$ cat src/rtl/sync_arb_mux_if.sv
// -----------------------------------------------------------------------------
// sync_arb_mux_if
//   Bundle of the select, producer-side and consumer-side handshake signals of
//   sync_arb_mux.
//
//   Parameters
//     WIDTH  data width in bits
//     N      number of producer channels
//     SEL_W  select / source-index width, derived from N
//
//   Signals
//     mode       0 = directed (use sel), 1 = round-robin
//     sel        channel index used in directed mode
//     in_valid   per-channel data valid
//     in_ready   per-channel accept (combinational)
//     in_data    channel i occupies bits [i*WIDTH +: WIDTH]
//     out_valid  output register holds a word
//     out_ready  consumer accepts the word
//     out_data   registered data
//     out_src    index of the channel that produced out_data
//
//   Modports
//     master  the environment: producers, select logic and consumer
//     slave   the mux itself
// -----------------------------------------------------------------------------
interface sync_arb_mux_if #(
  parameter int WIDTH = 32,
  parameter int N     = 4,
  parameter int SEL_W = $clog2(N)
);

  logic                 mode;
  logic [SEL_W-1:0]     sel;
  logic [N-1:0]         in_valid;
  logic [N-1:0]         in_ready;
  logic [N*WIDTH-1:0]   in_data;
  logic                 out_valid;
  logic                 out_ready;
  logic [WIDTH-1:0]     out_data;
  logic [SEL_W-1:0]     out_src;

  modport master (
    output mode,
    output sel,
    output in_valid,
    output in_data,
    output out_ready,
    input  in_ready,
    input  out_valid,
    input  out_data,
    input  out_src
  );

  modport slave (
    input  mode,
    input  sel,
    input  in_valid,
    input  in_data,
    input  out_ready,
    output in_ready,
    output out_valid,
    output out_data,
    output out_src
  );

endinterface : sync_arb_mux_if

$ cat src/rtl/sync_arb_mux.sv
// -----------------------------------------------------------------------------
// sync_arb_mux
//   Registered N-to-1 datapath multiplexer with per-channel valid/ready
//   handshakes and a one-entry output register. The granted channel is either
//   chosen by an external select (directed mode) or by a rotating-priority
//   round-robin arbiter (round-robin mode). Sustains one word per cycle when
//   the consumer keeps out_ready high.
//
//   Ports
//     clk    rising-edge clock
//     reset  asynchronous, active-high reset
//     bus    sync_arb_mux_if.slave (select, producer and consumer handshakes)
// -----------------------------------------------------------------------------
module sync_arb_mux #(
  parameter int WIDTH = 32,
  parameter int N     = 4,
  parameter int SEL_W = $clog2(N)
) (
  input  logic          clk,
  input  logic          reset,
  sync_arb_mux_if.slave bus
);

  // Output register and round-robin pointer.
  logic                out_valid_q;
  logic [WIDTH-1:0]    out_data_q;
  logic [SEL_W-1:0]    out_src_q;
  logic [SEL_W-1:0]    ptr_q;

  // Grant evaluation.
  logic                grant_any;
  logic [SEL_W-1:0]    grant_idx;
  logic [N-1:0]        grant;
  logic [WIDTH-1:0]    grant_data;
  logic                free;
  logic                xfer;

  // Round-robin search halves: channels at or above ptr win over channels
  // below it, and within each half the lowest index wins.
  logic                hit_hi;
  logic                hit_lo;
  logic [SEL_W-1:0]    idx_hi;
  logic [SEL_W-1:0]    idx_lo;

  // The slot can take a new word if it is empty or is being drained this cycle.
  assign free = !out_valid_q || bus.out_ready;

  // NOTE: every variable assigned in an always_comb gets a default at the top
  // of the block, so no path leaves it unassigned and no latch is inferred.
  always_comb begin : grant_logic
    hit_hi    = 1'b0;
    hit_lo    = 1'b0;
    idx_hi    = '0;
    idx_lo    = '0;
    grant_any = 1'b0;
    grant_idx = '0;

    // Descending scan so the last assignment in each half is its lowest index.
    for (int i = N - 1; i >= 0; i--) begin
      if (bus.in_valid[i]) begin
        if (SEL_W'(i) >= ptr_q) begin
          hit_hi = 1'b1;
          idx_hi = SEL_W'(i);
        end else begin
          hit_lo = 1'b1;
          idx_lo = SEL_W'(i);
        end
      end
    end

    if (!bus.mode) begin
      // Directed: the select alone decides; channel validity is irrelevant.
      if (int'(bus.sel) < N) begin
        grant_any = 1'b1;
        grant_idx = bus.sel;
      end
    end else if (hit_hi) begin
      grant_any = 1'b1;
      grant_idx = idx_hi;
    end else if (hit_lo) begin
      grant_any = 1'b1;
      grant_idx = idx_lo;
    end
  end

  always_comb begin : grant_decode
    grant      = '0;
    grant_data = '0;
    if (grant_any) begin
      grant[grant_idx] = 1'b1;
    end
    for (int i = 0; i < N; i++) begin
      if (SEL_W'(i) == grant_idx) begin
        grant_data = bus.in_data[i*WIDTH +: WIDTH];
      end
    end
  end

  // At most one bit of grant is set, so at most one in_ready is high.
  assign bus.in_ready = grant & {N{free}};
  assign xfer         = |(bus.in_valid & bus.in_ready);

  // NOTE: sequential state is written with non-blocking assignments only, so
  // every register samples pre-edge values regardless of process ordering.
  always_ff @(posedge clk or posedge reset) begin
    if (reset) begin
      out_valid_q <= 1'b0;
      out_data_q  <= '0;
      out_src_q   <= '0;
      ptr_q       <= '0;
    end else begin
      if (xfer) begin
        // A transfer also covers the simultaneous-drain case: the new word
        // simply overwrites the one being consumed.
        out_valid_q <= 1'b1;
        out_data_q  <= grant_data;
        out_src_q   <= grant_idx;
        if (bus.mode) begin
          ptr_q <= (grant_idx == SEL_W'(N - 1)) ? '0 : grant_idx + 1'b1;
        end
      end else if (bus.out_ready) begin
        // Drain without refill; data and source keep their last values.
        out_valid_q <= 1'b0;
      end
    end
  end

  assign bus.out_valid = out_valid_q;
  assign bus.out_data  = out_data_q;
  assign bus.out_src   = out_src_q;

endmodule : sync_arb_mux

$ cat src/flat_wrapper.sv
// flat-port wrapper written by rule: the top's interface ports become plain ports
module sync_arb_mux_flat 
#(
  parameter int WIDTH = 32,
  parameter int N     = 4,
  parameter int SEL_W = $clog2(N)
)
  (clk, reset, bus_mode, bus_sel, bus_in_valid, bus_in_data, bus_out_ready, bus_in_ready, bus_out_valid, bus_out_data, bus_out_src);
  sync_arb_mux_if #(.WIDTH(WIDTH), .N(N), .SEL_W(SEL_W)) bus_i ();
  input  logic clk;
  input  logic reset;
  input wire logic [$bits(bus_i.mode)-1:0] bus_mode;
  input wire logic [$bits(bus_i.sel)-1:0] bus_sel;
  input wire logic [$bits(bus_i.in_valid)-1:0] bus_in_valid;
  input wire logic [$bits(bus_i.in_data)-1:0] bus_in_data;
  input wire logic [$bits(bus_i.out_ready)-1:0] bus_out_ready;
  output wire logic [$bits(bus_i.in_ready)-1:0] bus_in_ready;
  output wire logic [$bits(bus_i.out_valid)-1:0] bus_out_valid;
  output wire logic [$bits(bus_i.out_data)-1:0] bus_out_data;
  output wire logic [$bits(bus_i.out_src)-1:0] bus_out_src;
  assign bus_i.mode = bus_mode;
  assign bus_i.sel = bus_sel;
  assign bus_i.in_valid = bus_in_valid;
  assign bus_i.in_data = bus_in_data;
  assign bus_i.out_ready = bus_out_ready;
  assign bus_in_ready = bus_i.in_ready;
  assign bus_out_valid = bus_i.out_valid;
  assign bus_out_data = bus_i.out_data;
  assign bus_out_src = bus_i.out_src;
  sync_arb_mux #(.WIDTH(WIDTH), .N(N), .SEL_W(SEL_W)) u_core (.clk(clk), .reset(reset), .bus(bus_i));
endmodule
$ cat config.mk
export PLATFORM = sky130hd
export DESIGN_NAME = sync_arb_mux_flat
export DESIGN_NICKNAME = d
export VERILOG_FILES = /design/src/rtl/sync_arb_mux_if.sv /design/src/rtl/sync_arb_mux.sv /design/src/flat_wrapper.sv
export SDC_FILE = /design/constraint.sdc
export NUM_CORES = 1
export LEC_CHECK = 0
export ABC_AREA = 1
export ABC_CLOCK_PERIOD_IN_PS = 2400
export BUFFER_PORTS_ARGS = -buffer_cell sky130_fd_sc_hd__buf_4
export CELL_PAD_IN_SITES_DETAIL_PLACEMENT = 1
export CELL_PAD_IN_SITES_GLOBAL_PLACEMENT = 1
export CORE_UTILIZATION = 25
export DETAILED_ROUTE_END_ITERATION = 10
export HOLD_SLACK_MARGIN = 0.08
export MAX_ROUTING_LAYER = met4
export PLACE_DENSITY = 0.84
export SYNTH_ARGS = -nofsm -noshare
export SYNTH_HDL_FRONTEND = slang
export SYNTH_SLANG_ARGS = --single-unit
$ cat constraint.sdc
create_clock -name clk -period 2.4 [get_ports clk]
set_input_delay 0.36 -clock clk [delete_from_list [all_inputs] [get_ports clk]]
set_output_delay 0.36 -clock clk [all_outputs]
set_load 0.005 [all_outputs]
---- Word-level counts from Yosys, hierarchy flattened ----
Cells that the tools add are included.
word-level totals
  output and inout port bits .............. 39
  bits in registers ....................... 37
  bits of input ports ..................... 138
  logic and storage cells ................. 72
cells by class
  bitwise operators ....................... 2
  mux-type cells .......................... 48
  equal/unequal tests ..................... 4
  $add $sub $neg .......................... 1
  reductions and logical operators ........ 7
  $lt $le $gt $ge ......................... 6
operator list
  operator               count
  $mux W32               4
  $mux W2                20
  $mux W1                22
  $and A4 B4 Y4          2
  $eq A2 B2 Y1 const A   2
  $ge A1 B2 Y1 const A   2
  $ge A2 B2 Y1 const A   2
  $mux W4                1
  $reduce_or A4 Y1       1
  $lt A2 B3 Y1 const B   1
  $add A2 B1 Y2 const B  1
  $demux W1 S2           1
  $eq A1 B2 Y1 const A   1
  $eq A2 B2 Y1 const B   1
  $ge A2 B1 Y1 const B   1
  $logic_not A2 Y1       1
  $reduce_and A2 Y1      1
  $reduce_bool A2 Y1     1
  $logic_and A1 B1 Y1    1
  $logic_not A1 Y1       1
  $logic_or A1 B1 Y1     1

---- Longest topological paths before layout ----
  depth after elaboration ................. 21
  depth in mapped cells ................... 19
  gate-level depth less buffers ........... 17

---- Worst setup path before layout ----
OpenSTA, ideal clock, no wires.
  path type ............................... register to register
  from .................................... reg u_core.ptr_q[1]
  to ...................................... reg u_core.out_data_q[0] (netlist: u_core.bus.out_data[0])
  required time ........................... 2.335 ns
  setup time .............................. 0.065 ns
  cell stages (with the launch flop) ...... 20
  buffers on the path ..................... 2
  path slack .............................. 0.101 ns
  period minus slack after synthesis ...... 2.299 ns
  arrival ................................. 2.234 ns
  path through ............................ dfrtp_1 > nand2_1 > nand2_1 > nand2_2 > nor2_4 > o21ai_0 > nand2_1 > nand2_1 > inv_1 > ha_1 > clkbuf_1 > inv_1 > nor2_1 > nand3_1 > nand2_2 > inv_1 > nand2_2 > buf_6 > nand2_1 > nand2_1
between the ends
  cells in the longest elaborated chain, start to end .. 20
  elaborated cells on any way between the ends .. 59
  classes of those cells .................. 6 x order compare; 3 x eq/ne; 45 x mux; 2 x bitwise; 3 x reduce/logical
RTL lines
  item                                                                line                 source
  start, declared                                                     sync_arb_mux.sv:28   logic [SEL_W-1:0] ptr_q;
  start signal, assigned                                              sync_arb_mux.sv:119  ptr_q <= (grant_idx == SEL_W'(N - 1)) ? '0 : grant_idx + 1'b1;
  $ge A2 B2 Y1                                                        sync_arb_mux.sv:61   if (SEL_W'(i) >= ptr_q) begin
  $mux W2 or $mux W1 (tied branches)                                  sync_arb_mux.sv:61
  $mux W2 or $mux W1 (tied branches)                                  sync_arb_mux.sv:60   if (bus.in_valid[i]) begin
  $mux W2 or $mux W1 (tied branches)                                  sync_arb_mux.sv:61
  $mux W2 or $mux W1 (tied branches)                                  sync_arb_mux.sv:60
  $mux W2 or $mux W1 (tied branches)                                  sync_arb_mux.sv:61
  $mux W2 or $mux W1 (tied branches)                                  sync_arb_mux.sv:60
  $mux W2 or $mux W1 (tied branches)                                  sync_arb_mux.sv:61
  [4 not listed]                                                      -
  via u_core.grant_idx[0]                                             sync_arb_mux.sv:32   logic [SEL_W-1:0] grant_idx;
  $lt A2 B3 Y1 (not written as such) or $ge A2 B1 Y1 (tied branches)  sync_arb_mux.sv:90   grant[grant_idx] = 1'b1;
  $logic_and A1 B1 Y1 (not written as such)                           sync_arb_mux.sv:90
  $mux W1 (not written as such)                                       sync_arb_mux.sv:90
  $demux W1 S2                                                        -
  $mux W4                                                             sync_arb_mux.sv:89   if (grant_any) begin
  $and A4 B4 Y4                                                       sync_arb_mux.sv:100  assign bus.in_ready = grant & {N{free}};
  $and A4 B4 Y4                                                       sync_arb_mux.sv:101  assign xfer = |(bus.in_valid & bus.in_ready);
  $reduce_or A4 Y1                                                    sync_arb_mux.sv:101
  end signal, assigned                                                sync_arb_mux.sv:116  out_data_q <= grant_data;
  end, declared                                                       sync_arb_mux.sv:26   logic [WIDTH-1:0] out_data_q;
The timed path passes the listed nets; every way through them passes the cells marked *.
A chain may end at the register's enable or synchronous reset.

---- Final worst setup path ----
  from .................................... reg u_core.ptr_q[1]
  to ...................................... out bus_in_ready[1]
between the ends
  cells in the longest elaborated chain, start to end .. 18
  elaborated cells on any way between the ends .. 49
  classes of those cells .................. 6 x order compare; 41 x mux; 1 x bitwise; 1 x reduce/logical
RTL lines
  item                                                                line                 source
  $ge A2 B2 Y1                                                        sync_arb_mux.sv:61
  $mux W2 or $mux W1 (tied branches)                                  sync_arb_mux.sv:61
  $mux W2 or $mux W1 (tied branches)                                  sync_arb_mux.sv:60
  $mux W2 or $mux W1 (tied branches)                                  sync_arb_mux.sv:61
  $mux W2 or $mux W1 (tied branches)                                  sync_arb_mux.sv:60
  $mux W2 or $mux W1 (tied branches)                                  sync_arb_mux.sv:61
  $mux W2 or $mux W1 (tied branches)                                  sync_arb_mux.sv:60
  $mux W2 or $mux W1 (tied branches)                                  sync_arb_mux.sv:61
  [3 not listed]                                                      -
  $mux W2 (*)                                                         sync_arb_mux.sv:71   if (!bus.mode) begin
  via u_core.grant_idx[1]                                             sync_arb_mux.sv:32
  $lt A2 B3 Y1 (not written as such) or $ge A2 B1 Y1 (tied branches)  sync_arb_mux.sv:90
  $logic_and A1 B1 Y1 (not written as such)                           sync_arb_mux.sv:90
  $mux W1 (not written as such)                                       sync_arb_mux.sv:90
  $demux W1 S2 (*)                                                    -
  $mux W4 (*)                                                         sync_arb_mux.sv:89
  $and A4 B4 Y4 (*)                                                   sync_arb_mux.sv:100
  end, declared                                                       flat_wrapper.sv:17   output wire logic [$bits(bus_i.in_ready)-1:0] bus_in_ready;
Marks and branches as above.

==> flow_metrics.tcl <==
set metrics [dict create \
    final_common_cell "buf_4" \
    track_usage_pct 20.3 \
    end_kind "output port" \
    dpl_cell_area_sq_um 4250 \
    cap_violations 0 \
    finalWorstSetupSlack_ns -0.141 \
    routedWlPerCell_microns 16.1 \
    vias 3634 \
    cts_sinks 37 \
    synth_area_sq_um 2750 \
    path_clk_slew_ns 0.08 \
    hold_violations 0 \
    start_util_pct 26.2 \
    cp_data_arrival_time_ns 2.18 \
    die_h_microns 107 \
    ys_ff_latch 37 \
    clock_path_buffers 2 \
    intPower_mw 2.42 \
    drt-pass1-iter-count 6 \
    htree_levels 2 \
    period_share_pct 106 \
    syn_nets 573 \
    tightest_slew_ns 0.815 \
    via_per_inst 4.83 \
    synth_area_per_cell_sq_um 6.38 \
    setup.worst_path.start "u_core.ptr_q[1]" \
    r2r_cells 17 \
    port_buffers 176 \
    setup_violations 40 \
    place_inst 729 \
    drive_gt1_share_pct 41.7 \
    hold_ws_ns 0.231 \
    seq_power_share_pct 26.0 \
    cts_tree "built" \
    fillers 1373 \
    insertedDiodeCount 0 \
    r2r_end "u_core.ptr_q[0]" \
    timing.final.crit_period_ns 2.54 \
    fin_area_sq_um 4660 \
    clkPwrFrac_pct 11.9 \
    final_cells 753 \
    path_class "register to output port" \
    die_w_microns 107 \
    combPwrFrac_pct 62.1 \
    layout.nets 758 \
    routed_wl_mm 12.1 \
    yosysWarningCount 0 \
    grt_antenna_before_repair 0 \
    layout_common_cells "197 x buf_4, 169 x nand2_1, 61 x o21ai_0" \
    rsz0062_at_grt "yes" \
    grt_pass1_vias 3759 \
    max_freq_ghz 0.394 \
    outcome "finished with violations" \
    wl_met3_microns 582 \
    clkLatencyLatePin_ns 0.29 \
    crit_required_ns 2.04 \
    syn_to_final_growth_pct 69.4 \
    synth_cells 431 \
    place_congestion 0.805 \
    place.detailed.hpwl_mm 8.89 \
    relSlewSlack_pct 45.6 \
    synthDistinctLibCells 20 \
    p_per_area_nw_per_um2 896 \
    fin_skew_ns 0.0113 \
    maxSlewViolCount 0 \
    met1_length_mm 4.79 \
    grt_max_degree 38 \
    irDropWorstVdd_uv 324 \
    std_cell_rows 37 \
    r2r-start "u_core.ptr_q[1]" \
    die_area_sq_um 11400 \
    rrSetupSlack_ns -0.10 \
    leakagePower_nw 2.45 \
    io_pins 177 \
    remaining_drc_errors 0 \
    cts_buffers 5 \
    start_kind "register" \
    yosysSeqAreaShare_pct 33.7 \
    grt_overflow 0 \
    place_ws_ns -0.199 \
    wl_met2_mm 6.58 \
    p_sw_mw 1.75 \
    crit_fanout 5 \
    coreArea_sq_um 10500 \
    worstHoldPathType "input pin to async pin" \
    final_antenna_net_count 0 \
    first_iter_violations 94 \
    highest-signal-layer "met4" \
    root_buffer "clkbuf_8" \
    grt_pass1_wl_mm 18.0 \
    swShare_pct 42.0 \
    fin_total_pwr_mw 4.18 \
    violations "setup timing" \
]
[routing by layer]
| layer | GRT usage (%) | vias to the layer above |
|---|---|---|
| met3 | 2.86 | 13 |
| met1 | 22.8 | 1729 |
| met2 | 38.1 | 124 |
| li1 | - | 1768 |
| met5 | - | - |
| met4 | 4.11 | 0 |
[cell type report]
cell class	count	area [sq um]	share of cell area [%]
tap	136	170	3.65
inverter	18	77.6	1.66
timing repair buffer	209	1710	36.7
clock buffer	7	96.3	2.07
sequential	37	927	19.9
clock inverter	1	5.00	0.107
multi-input combinational	345	1670	35.9
[synth_stat cells (all sizes together)]
library cell	number	area, sq um
dfrtp	37	926
nor3	1	5.00
clkbuf	22	82.6
nor2	9	57.6
inv	18	67.6
a21oi	32	160
ha	4	50.1
nand3	41	218
o21ai	70	350
a31oi	1	6.26
nand2	187	739
buf	9	88.8
[worst max path at each step]
stage                                    to  slack (ns)  cells past startpoint
detailed placement  u_core.bus.out_data[13]       -0.20                     18
finish                      bus_in_ready[1]       -0.14                     13
floorplan            u_core.bus.out_data[0]        0.10                     19
global route         u_core.bus.out_data[7]       -0.27                     17
CTS                         bus_in_ready[2]       0.009                     14
global placement     u_core.bus.out_data[4]      -0.003                     18
[critical path: stages (launching register included)]
cell and delay, ns:
dfrtp_2 0.45, nor2_1 0.12, nand2_1 0.11, nand2_2 0.12
nor2_1 0.06, o21ai_1 0.15, nand2_1 0.15, inv_2 0.14
ha_4 0.18, inv_4 0.05, nor2_4 0.12, nand2_2 0.07
inv_2 0.07, buf_6 0.09
[power groups by stage]
stage               clock network, mW  registers, mW  logic, mW
floorplan                           0           1.08       1.19
global placement                    0           1.09       2.16
detailed placement                  0           1.10       2.25
CTS                             0.508           1.09       2.36
global route                    0.532           1.12       2.87
finish                          0.497           1.09       2.59
[state kept, by name, summed over array words and instances (netlist names)]
register / cells
u_core.ptr_q: 2
u_core.bus.out_data: 32
u_core.bus.out_src: 2
u_core.bus.out_valid: 1
[stage by stage]
stage / setup TNS, ns / utilization [%]
after floorplan: 0 / -
after global placement: -0.00695 / 40.5
after detailed placement: -6.27 / 40.5
after CTS: 0 / 42.5
after global routing: -9.71 / 44.4
final: -2.83 / 44.4
[kinds of logic after synthesis]
kind of cell	Yosys count	share of synthesized area [%]
simple gates	238	37.1
buf+inv	49	8.69
fa+ha+maj	4	1.82
compound gates	103	18.8
flops	37	33.7
[timing repair]
| item | 4_1_cts | 5_1_grt |
|---|---|---|
| pin swaps | 8 | 20 |
| buffers inserted | 6 | 7 |
| gates resized for setup | 18 | 17 |
| hold buffers | 0 | 0 |
| endpoints found under the setup margin | 40 | 40 |
| gates cloned | 0 | 4 |
No activity file was read; power rests on OpenSTA's default activity.
